## config.mk

```make
export PLATFORM = sky130hd
export DESIGN_NAME = pwm_dac
export DESIGN_NICKNAME = d
export VERILOG_FILES = /design/src/rtl/pwm_dac.sv
export SDC_FILE = /design/constraint.sdc
export NUM_CORES = 1
export LEC_CHECK = 0
export CAP_MARGIN = 20
export CORE_AREA = 2 2 57 59
export CTS_BUF_LIST = sky130_fd_sc_hd__clkbuf_16
export CTS_CLUSTER_DIAMETER = 80
export DETAILED_ROUTE_END_ITERATION = 10
export DIE_AREA = 0 0 59 61
export PLACE_DENSITY_LB_ADDON = 0.12
export SLEW_MARGIN = 20
export SYNTH_ARGS = -nofsm -noshare
export SYNTH_HDL_FRONTEND = slang
export SYNTH_SLANG_ARGS = --single-unit
```

## constraint.sdc

```tcl
create_clock -name clk -period 1.6 [get_ports clk]
set_input_delay 0.32 -clock clk [delete_from_list [all_inputs] [get_ports clk]]
set_output_delay 0.32 -clock clk [all_outputs]
set_load 0.05 [all_outputs]
```

## src/rtl/pwm_dac.sv

```systemverilog
// 8-bit PWM DAC with prescaled tick, single-entry sample buffer and sticky underrun/overrun flags.
// pwm_out lags cnt/duty by one cycle; sample_ready drops while a sample is pending and new offers are dropped.
module pwm_dac #(
    parameter int DIV = 1
) (
    input  logic       clk,
    input  logic       rst,
    input  logic       enable,
    input  logic [7:0] sample_in,
    input  logic       sample_valid,
    output logic       sample_ready,
    input  logic       clr_flags,
    output logic       pwm_out,
    output logic       period_start,
    output logic       underrun,
    output logic       overrun
);

    localparam int PW = (DIV > 1) ? $clog2(DIV) : 1;
    localparam logic [PW-1:0] PRE_MAX = PW'(DIV - 1);

    logic [PW-1:0] pre;
    logic [7:0]    cnt;
    logic [7:0]    duty;
    logic [7:0]    pend;
    logic          pend_full;

    logic tick;
    logic wrap;
    logic accept;
    logic load;
    logic set_under;
    logic set_over;

    assign tick         = enable && (pre == PRE_MAX);
    assign wrap         = tick && (cnt == 8'hFF);
    assign sample_ready = !pend_full;
    assign accept       = sample_valid && !pend_full;
    assign load         = wrap && pend_full;
    // An offer while full is dropped even on the wrap cycle: ready was low when it was made.
    assign set_over     = sample_valid && pend_full;
    assign set_under    = wrap && !pend_full;

    always_ff @(posedge clk or negedge rst) begin
        if (!rst) begin
            pre <= '0;
            cnt <= '0;
        end else if (!enable) begin
            pre <= '0;
            cnt <= '0;
        end else begin
            pre <= tick ? '0 : pre + 1'b1;
            if (tick) begin
                cnt <= cnt + 8'd1;
            end
        end
    end

    always_ff @(posedge clk or negedge rst) begin
        if (!rst) begin
            duty      <= '0;
            pend      <= '0;
            pend_full <= 1'b0;
        end else if (load) begin
            duty      <= pend;
            pend_full <= 1'b0;
        end else if (accept) begin
            pend      <= sample_in;
            pend_full <= 1'b1;
        end
    end

    always_ff @(posedge clk or negedge rst) begin
        if (!rst) begin
            pwm_out      <= 1'b0;
            period_start <= 1'b0;
            underrun     <= 1'b0;
            overrun      <= 1'b0;
        end else begin
            pwm_out      <= enable && (cnt < duty);
            period_start <= wrap;
            underrun     <= set_under || (underrun && !clr_flags);
            overrun      <= set_over || (overrun && !clr_flags);
        end
    end

endmodule

```

==> impl_metrics.py, run 1 <==
metrics = {
    "worst_setup_path": {
        "end_kind": "register",
        "crit_path_max_fanout": 9,
        "start_kind": "register",
        "critPathRequiredTime_ns": 1.76,
        "worst-setup-path-type": "register to register",
        "cp.arrival_ns": 1.76,
    },
    "timing": {
        "finalWorstSetupSlack_ns": -0.00561,
        "finalSetupViolations": 1,
        "report.final.hold_viol_count": 0,
        "max_freq_ghz": 0.623,
        "rsz0062_at_grt": "yes",
        "fin_crit_sh_pct": 100,
        "fin_crit_ns": 1.61,
        "skew_ns": 0.00164,
        "slew_violations": 0,
    },
    "clock_tree": {
        "root_buffer": "clkbuf_16",
        "cts_tree": "built",
        "cts_hold_buffers": 0,
        "cts_buffers": 5,
        "clk_pin_slew_ns": 0.05,
        "cts_max_level": 2,
        "cts_sinks": 30,
        "clk_latency_ns": 0.27,
        "cts.path.max_buffers": 2,
    },
    "layout": {
        "mostFrequentLayoutCells": "dfrtp_1 (30), buf_4 (16), mux2_2 (14)",
        "fin_area_um2": 1850,
        "nets": 166,
        "antennaDiodeCount": 0,
        "layout_commonest_cell": "dfrtp_1",
        "final_core_util_pct": 62.7,
        "drive_above_1_share_pct": 32.2,
        "nFillCells": 236,
        "area_growth_pct": 34.9,
    },
    "logic_synthesis": {
        "synth_cell_types": 29,
        "synth_ff_type": "dfrtp_1",
        "netlist_instances": 108,
        "yosysSeqAreaShare_pct": 54.7,
        "avgSynthCellArea_um2": 12.7,
        "async_flop_share_pct": 100,
        "synth_edf_count": 0,
        "ys_ff_latch": 30,
        "syn_nets": 129,
        "yosys_warnings": 0,
        "synth_area_um2": 1370,
    },
    "power": {
        "swShare_pct": 21.0,
        "clkPwrFrac_pct": 47.5,
        "leakage_nw": 0.851,
        "power.share.sequential_pct": 45.0,
        "internal_power_mw": 1.43,
        "p_comb_share_pct": 7.6,
        "power_mw": 1.81,
        "ir_drop_mv": 0.877,
        "power.switching_mw": 0.379,
        "power_density_nw_per_um2": 978,
    },
    "die": {
        "die_area_um2": 3600,
        "core_area_um2": 2950,
        "die_h_um": 61,
        "rows": 20,
        "start_util_pct": 46.4,
        "ioPinCount": 18,
        "die_w_um": 59,
    },
    "route": {
        "wl_mm": 2.46,
        "ant_nets": 0,
        "first_pass_iters": 4,
        "vias": 932,
        "drc": 0,
        "dr.first_iter.drc_count": 34,
        "wire_per_inst_um": 13.8,
        "via_per_inst": 5.21,
    },
    "run_status": {
        "violations": "setup timing",
        "run_status": "finished, violations left",
    },
    "grt": {
        "antenna_found_initial": 0,
        "overflow": 0,
        "grt_pass1_vias": 940,
        "grt_max_degree": 31,
        "grt_pass1_wl_mm": 4.23,
        "grt_util_all_layers_pct": 16.5,
    },
    "placement": {
        "io_buffers": 17,
        "gp_congestion": 0.728,
        "dp_hpwl_mm": 1.74,
        "place_ws_ns": -0.204,
        "dpl_cell_area_um2": 1680,
    },
    "job": {
        "cap_violations": 0,
    },
    "hold_path": {
        "hold_class": "primary input to asynchronous set/reset pin",
    },
}
==> state kept, by name (all words and copies together), names as in the netlist <==
| register | cells |
|---|---|
| cnt | 8 |
| duty | 8 |
| pend | 8 |
| overrun | 1 |
| pend_full | 1 |
| period_start | 1 |
| pre | 1 |
| pwm_out | 1 |
| underrun | 1 |
==> critical path: stages (launching register included) <==
cell	delay, ns
dfrtp_1	0.41
ha_2	0.21
nand3b_1	0.16
nor4_4	0.19
buf_6	0.19
mux2_2	0.34
==> path summary, 6_finish.rpt <==
check,slack (ns),cells past startpoint,start,to
hold / removal,0.44,2,rst,cnt[2]$_DFFE_PN0P_
setup / recovery,-0.006,5,cnt[1]$_DFFE_PN0P_,duty[2]$_DFFE_PN0P_
hold reg to reg,0.50,1,overrun$_DFF_PN0_,overrun$_DFF_PN0_
max in group asynchronous,0.88,2,rst,cnt[0]$_DFFE_PN0P_
min in group clk,0.50,1,overrun$_DFF_PN0_,overrun$_DFF_PN0_
setup reg to reg,-0.006,5,cnt[1]$_DFFE_PN0P_,duty[2]$_DFFE_PN0P_
==> final cells by class <==
cell class | count | area [um^2] | area share (%)
multi-input cells | 67 | 601 | 32.5
clock buffers | 5 | 125 | 6.76
clock inverters | 3 | 12.5 | 0.676
well taps | 33 | 41.3 | 2.23
flip-flops and latches | 30 | 751 | 40.6
inverters | 10 | 37.5 | 2.03
repair buffers | 31 | 283 | 15.3
==> per-stage QoR <==
stage | cells | setup TNS [ns] | hold slack [ns]
floorplan | 108 | -0.360 | 0.0244
global placement | 170 | -1.41 | 0.483
detailed placement | 170 | -1.60 | 0.482
CTS | 178 | -0.00110 | 0.455
global route | 179 | -0.630 | 0.477
finish | 179 | -0.00561 | 0.440
==> logic make-up (layout without fill, tap and decap cells) <==
group	Yosys count	after routing	share of synthesized area, %
flip-flops	30	30	54.7
AND/OR/NAND/NOR	23	23	11.5
multiplexers	17	17	13.9
AO/OA/AOI/OAI	14	14	6.75
buffers and inverters	11	49	3.01
adder cells (fa/ha/maj)	8	8	7.30
XOR/XNOR	4	4	2.56
other	1	1	0.273
==> power groups by stage <==
stage | combinational (mW) | sequential (mW) | clock [mW]
after CTS | 0.132 | 0.814 | 0.887
after global placement | 0.127 | 0.824 | 0
after floorplan | 0.0444 | 0.833 | 0
final | 0.137 | 0.814 | 0.859
after global routing | 0.152 | 0.818 | 0.919
after detailed placement | 0.131 | 0.825 | 0
==> synth_stat cells (2+ instances only) <==
cell type  instances  area [um^2]
a21oi_1            4         20.0
o21ai_0            4         20.0
inv_1              9         33.8
a22o_1             2         17.5
nor2b_1            3         18.8
dfrtp_1           30          751
nand4b_1           2         17.5
nand2_1            2         7.51
nor2_1             7         26.3
ha_1               8          100
or3_1              2         12.5
mux2_2            16          180
xor2_1             3         26.3
==> layer usage <==
| layer | track usage [%] | vias up | wire length (um) |
|---|---|---|---|
| li1 | - | 453 | - |
| met1 | 19.1 | 461 | 1100 |
| met2 | 27.5 | 15 | 1240 |
| met3 | 6.61 | 3 | 101 |
| met4 | 6.82 | 0 | 28 |
| met5 | 0 | - | 0 |
==> repair_timing <==
item / 4_1_cts / 5_1_grt
resized for setup: 3 / 6
pin swaps: 1 / 1
endpoints found under the setup margin: 9 / 9
hold endpoints to repair: 0 / 0
setup buffers: 0 / 1
Note: power is estimated with default switching activity, not from simulation.
==> run 2: changes to the inputs <==
==> constraint.sdc (replaced) <==
create_clock -name clk -period 1.44 [get_ports clk]
set_input_delay 0.288 -clock clk [delete_from_list [all_inputs] [get_ports clk]]
set_output_delay 0.288 -clock clk [all_outputs]
set_load 0.05 [all_outputs]
==> impl_metrics.py, run 2 (synthesis results as in run 1) <==
metrics = {
    "run_status": {
        "run_status": "finished, violations left",
        "violations": "setup timing",
    },
    "route": {
        "dr.first_iter.drc_count": 24,
        "vias": 959,
        "wire_per_inst_um": 14.8,
        "via_per_inst": 5.13,
        "drc": 0,
        "ant_nets": 0,
        "wl_mm": 2.76,
        "first_pass_iters": 4,
    },
    "die": {
        "core_area_um2": 2950,
        "rows": 20,
        "die_area_um2": 3600,
        "die_w_um": 59,
        "ioPinCount": 18,
        "die_h_um": 61,
        "start_util_pct": 46.4,
    },
    "timing": {
        "rsz0062_at_grt": "yes",
        "slew_violations": 0,
        "skew_ns": 0.00323,
        "finalWorstSetupSlack_ns": -0.134,
        "finalSetupViolations": 11,
        "fin_crit_ns": 1.57,
        "fin_crit_sh_pct": 109,
        "report.final.hold_viol_count": 0,
        "finalSetupTns_ns": -1.28,
        "max_freq_ghz": 0.635,
        "hold_ws_ns": 0.372,
    },
    "grt": {
        "overflow": 0,
        "grt_pass1_wl_mm": 4.62,
        "grt_util_all_layers_pct": 18.1,
        "grt_pass1_vias": 1007,
        "antenna_found_initial": 0,
        "grt_max_degree": 31,
    },
    "worst_setup_path": {
        "start_kind": "register",
        "critPathRequiredTime_ns": 1.59,
        "cp.arrival_ns": 1.72,
        "worst-setup-path-type": "register to register",
        "end_kind": "register",
        "reg2reg_depth": 5,
        "crit_path_max_fanout": 9,
    },
    "layout": {
        "area_growth_pct": 48.4,
        "top_regs": "cnt: 8 flops, duty: 8 flops, pend: 8 flops",
        "mostFrequentLayoutCells": "dfrtp_1 (28), buf_4 (19), mux2_2 (16)",
        "layout_commonest_cell": "dfrtp_1",
        "drive_above_1_share_pct": 42.2,
        "fin_area_um2": 2030,
        "layoutNonFillerInstCount": 187,
        "antennaDiodeCount": 0,
        "nets": 174,
        "final_core_util_pct": 68.9,
    },
    "clock_tree": {
        "cts_max_level": 2,
        "cts.path.max_buffers": 2,
        "cts_sinks": 30,
        "root_buffer": "clkbuf_16",
        "cts_hold_buffers": 0,
        "clk_latency_ns": 0.27,
        "cts_tree": "built",
        "cts_buffers": 5,
        "clk_pin_slew_ns": 0.05,
    },
    "placement": {
        "dp_hpwl_mm": 1.88,
        "gp_congestion": 0.760,
        "io_buffers": 17,
        "dp.cells": 175,
        "dpl_cell_area_um2": 1790,
        "place_ws_ns": -0.328,
    },
    "power": {
        "power_mw": 2.04,
        "ir_drop_mv": 0.988,
        "leakage_nw": 0.913,
        "power_density_nw_per_um2": 1000,
    },
    "hold_path": {
        "hold_class": "primary input to asynchronous set/reset pin",
    },
    "job": {
        "cap_violations": 0,
    },
}
## run 2: where the power goes
part	switching [mW]	internal, mW	leakage (nW)
registers	0.0214	0.882	0.391
clock network	0.333	0.621	0.0724
logic	0.0742	0.105	0.450
## run 2: worst paths after layout
check	to	start	slack (ns)
worst max-delay path	duty[3]$_DFFE_PN0P_	cnt[1]$_DFFE_PN0P_	-0.13
worst min-delay path	cnt[2]$_DFFE_PN0P_	rst	0.37
worst max register to register	duty[3]$_DFFE_PN0P_	cnt[1]$_DFFE_PN0P_	-0.13
worst min register to register	duty[6]$_DFFE_PN0P_	duty[6]$_DFFE_PN0P_	0.50
max in group asynchronous	pre$_DFF_PN0_	rst	0.89
min in group clk	duty[6]$_DFFE_PN0P_	duty[6]$_DFFE_PN0P_	0.50
## run 2: layout make-up
| cell class | instances | area (um^2) |
|---|---|---|
| clock inverters | 3 | 12.5 |
| multi-input cells | 67 | 659 |
| repair buffers | 39 | 405 |
| flip-flops and latches | 30 | 753 |
| fillers | 211 | 918 |
| well taps | 33 | 41.3 |
| inverters | 10 | 37.5 |
| clock buffers | 5 | 125 |
## run 2: routing by layer
layer | GRT usage, % | part of all wire, % | vias to the layer above
li1 | - | - | 468
met4 | 11.4 | 1.7 | 0
met3 | 5.12 | 3.2 | 5
met5 | 0 | 0 | -
met2 | 29.8 | 53 | 19
met1 | 20.9 | 42 | 467
## run 2: what timing repair did
item / CTS / global route
endpoints found under the setup margin: 10 / 13
pin swaps: 2 / 5
buffers inserted: 2 / 2
resized for setup: 7 / 9
## run 2: worst max-delay path: stages, from the launching register on
cell and delay [ns]:
dfrtp_1 0.38, ha_2 0.19, nand3b_1 0.17, nor4_4 0.19
buf_6 0.18, mux2_2 0.34
==> run 3: changes to the inputs <==
--- a/config.mk
+++ b/config.mk
@@ -6,11 +6,11 @@
 export NUM_CORES = 1
 export LEC_CHECK = 0
 export CAP_MARGIN = 20
-export CORE_AREA = 2 2 57 59
+export CORE_AREA = 2 2 54 56
 export CTS_BUF_LIST = sky130_fd_sc_hd__clkbuf_16
 export CTS_CLUSTER_DIAMETER = 80
 export DETAILED_ROUTE_END_ITERATION = 10
-export DIE_AREA = 0 0 59 61
+export DIE_AREA = 0 0 56 58
 export PLACE_DENSITY_LB_ADDON = 0.12
 export SLEW_MARGIN = 20
 export SYNTH_ARGS = -nofsm -noshare
==> constraint.sdc (replaced) <==
create_clock -name clk -period 1.7 [get_ports clk]
set_input_delay 0.34 -clock clk [delete_from_list [all_inputs] [get_ports clk]]
set_output_delay 0.34 -clock clk [all_outputs]
set_load 0.05 [all_outputs]
==> impl_metrics.py, run 3 (synthesis results as in run 1) <==
metrics = {
    "placement": {
        "place_ws_ns": -0.123,
        "dp.cells": 165,
        "dp_hpwl_mm": 1.79,
        "gp_congestion": 0.743,
        "dpl_cell_area_um2": 1650,
        "io_buffers": 17,
    },
    "timing": {
        "skew_ns": 0.00228,
        "rsz0062_at_grt": "no",
        "report.final.hold_viol_count": 0,
        "finalSetupViolations": 0,
        "slew_violations": 0,
        "finalSetupTns_ns": 0,
        "finalWorstSetupSlack_ns": 0.116,
        "max_freq_ghz": 0.631,
        "fin_crit_sh_pct": 93.2,
        "hold_ws_ns": 0.449,
        "fin_crit_ns": 1.58,
    },
    "die": {
        "die_h_um": 58,
        "core_area_um2": 2660,
        "ioPinCount": 18,
        "die_w_um": 56,
        "rows": 19,
        "start_util_pct": 51.5,
        "die_area_um2": 3250,
    },
    "clock_tree": {
        "cts_tree": "built",
        "cts_max_level": 2,
        "clk_pin_slew_ns": 0.05,
        "cts_hold_buffers": 0,
        "cts_buffers": 5,
        "cts.path.max_buffers": 2,
        "postCtsSetupRepairBufs": 0,
        "cts-resized-gates": 0,
        "clk_latency_ns": 0.27,
        "cts_sinks": 30,
        "root_buffer": "clkbuf_16",
    },
    "grt": {
        "grt_max_degree": 31,
        "grt_pass1_wl_mm": 4.17,
        "grt_pass1_vias": 966,
        "grt_util_all_layers_pct": 17.3,
        "overflow": 0,
        "antenna_found_initial": 0,
    },
    "layout": {
        "layout_commonest_cell": "dfrtp_1",
        "fin_area_um2": 1800,
        "nFillCells": 218,
        "mostFrequentLayoutCells": "dfrtp_1 (30), mux2_2 (16), buf_4 (13)",
        "final_core_util_pct": 67.5,
        "area_growth_pct": 31.0,
        "layoutNonFillerInstCount": 173,
        "antennaDiodeCount": 0,
        "top_regs": "cnt: 8 flops, duty: 8 flops, pend: 8 flops",
        "nets": 162,
        "drive_above_1_share_pct": 28.9,
    },
    "job": {
        "cap_violations": 0,
    },
    "route": {
        "dr.first_iter.drc_count": 17,
        "vias": 919,
        "ant_nets": 0,
        "wl_mm": 2.40,
        "first_pass_iters": 4,
        "drc": 0,
        "via_per_inst": 5.31,
        "wire_per_inst_um": 13.8,
    },
    "hold_path": {
        "hold_class": "primary input to asynchronous set/reset pin",
    },
    "worst_setup_path": {
        "cp.arrival_ns": 1.73,
        "critPathRequiredTime_ns": 1.85,
        "worst-setup-path-type": "register to register",
        "start_kind": "register",
        "crit_path_max_fanout": 3,
        "reg2reg_depth": 4,
        "end_kind": "register",
    },
    "power": {
        "leakage_nw": 0.822,
        "power_density_nw_per_um2": 951,
        "ir_drop_mv": 1.08,
        "power_mw": 1.71,
    },
    "run_status": {
        "run_status": "complete, no violations",
    },
}
[run 3: changes by cell type in the layout (fill, tap and decap cells not counted), moves of 2 or more]
cell / change
ha_4: -2
buf_12: -5
buf_4: -6
a21oi_1: +2
dfrtp_2: -2
ha_1: +3
a21oi_2: -2
dfrtp_1: +2
[run 3: final cells by class]
type	count	area [um^2]	share of cell area (%)
Clock inverter	3	16.3	0.905
Sequential cell	30	751	41.8
Tap cell	31	38.8	2.16
Multi-Input combinational cell	67	579	32.2
Timing Repair Buffer	27	249	13.9
Inverter	10	37.5	2.09
Clock buffer	5	125	6.96
[run 3: final timing paths]
kind | start | endpoint | slack (ns)
hold / removal | rst | cnt[2]$_DFFE_PN0P_ | 0.45
min in group clk | overrun$_DFF_PN0_ | overrun$_DFF_PN0_ | 0.49
setup reg to reg | cnt[3]$_DFFE_PN0P_ | pwm_out$_DFF_PN0_ | 0.12
hold reg to reg | overrun$_DFF_PN0_ | overrun$_DFF_PN0_ | 0.49
max in group asynchronous | rst | pend[3]$_DFFE_PN0P_ | 0.98
setup / recovery | cnt[3]$_DFFE_PN0P_ | pwm_out$_DFF_PN0_ | 0.12
[run 3: layer usage]
layer | vias to the layer above | routed length (um) | track usage (%)
met1 | 450 | 1000 | 18.8
met3 | 4 | 145 | 8.48
met4 | 0 | 33 | 7.82
met5 | - | 0 | 0
met2 | 21 | 1220 | 28.9
li1 | 444 | - | -
[run 3: power by group]
| group | switching, mW | internal (mW) | total, mW |
|---|---|---|---|
| Clock | 0.294 | 0.532 | 0.826 |
| Combinational | 0.0510 | 0.0659 | 0.117 |
| Sequential | 0.0185 | 0.747 | 0.766 |
| Total | 0.364 | 1.35 | 1.71 |
[run 3: worst max-delay path, cell delays in order, from the launching register on]
cell       delay, ns
dfrtp_1         0.40
ha_1            0.32
a211oi_1        0.22
o21ai_0         0.13
a2111oi_0       0.39
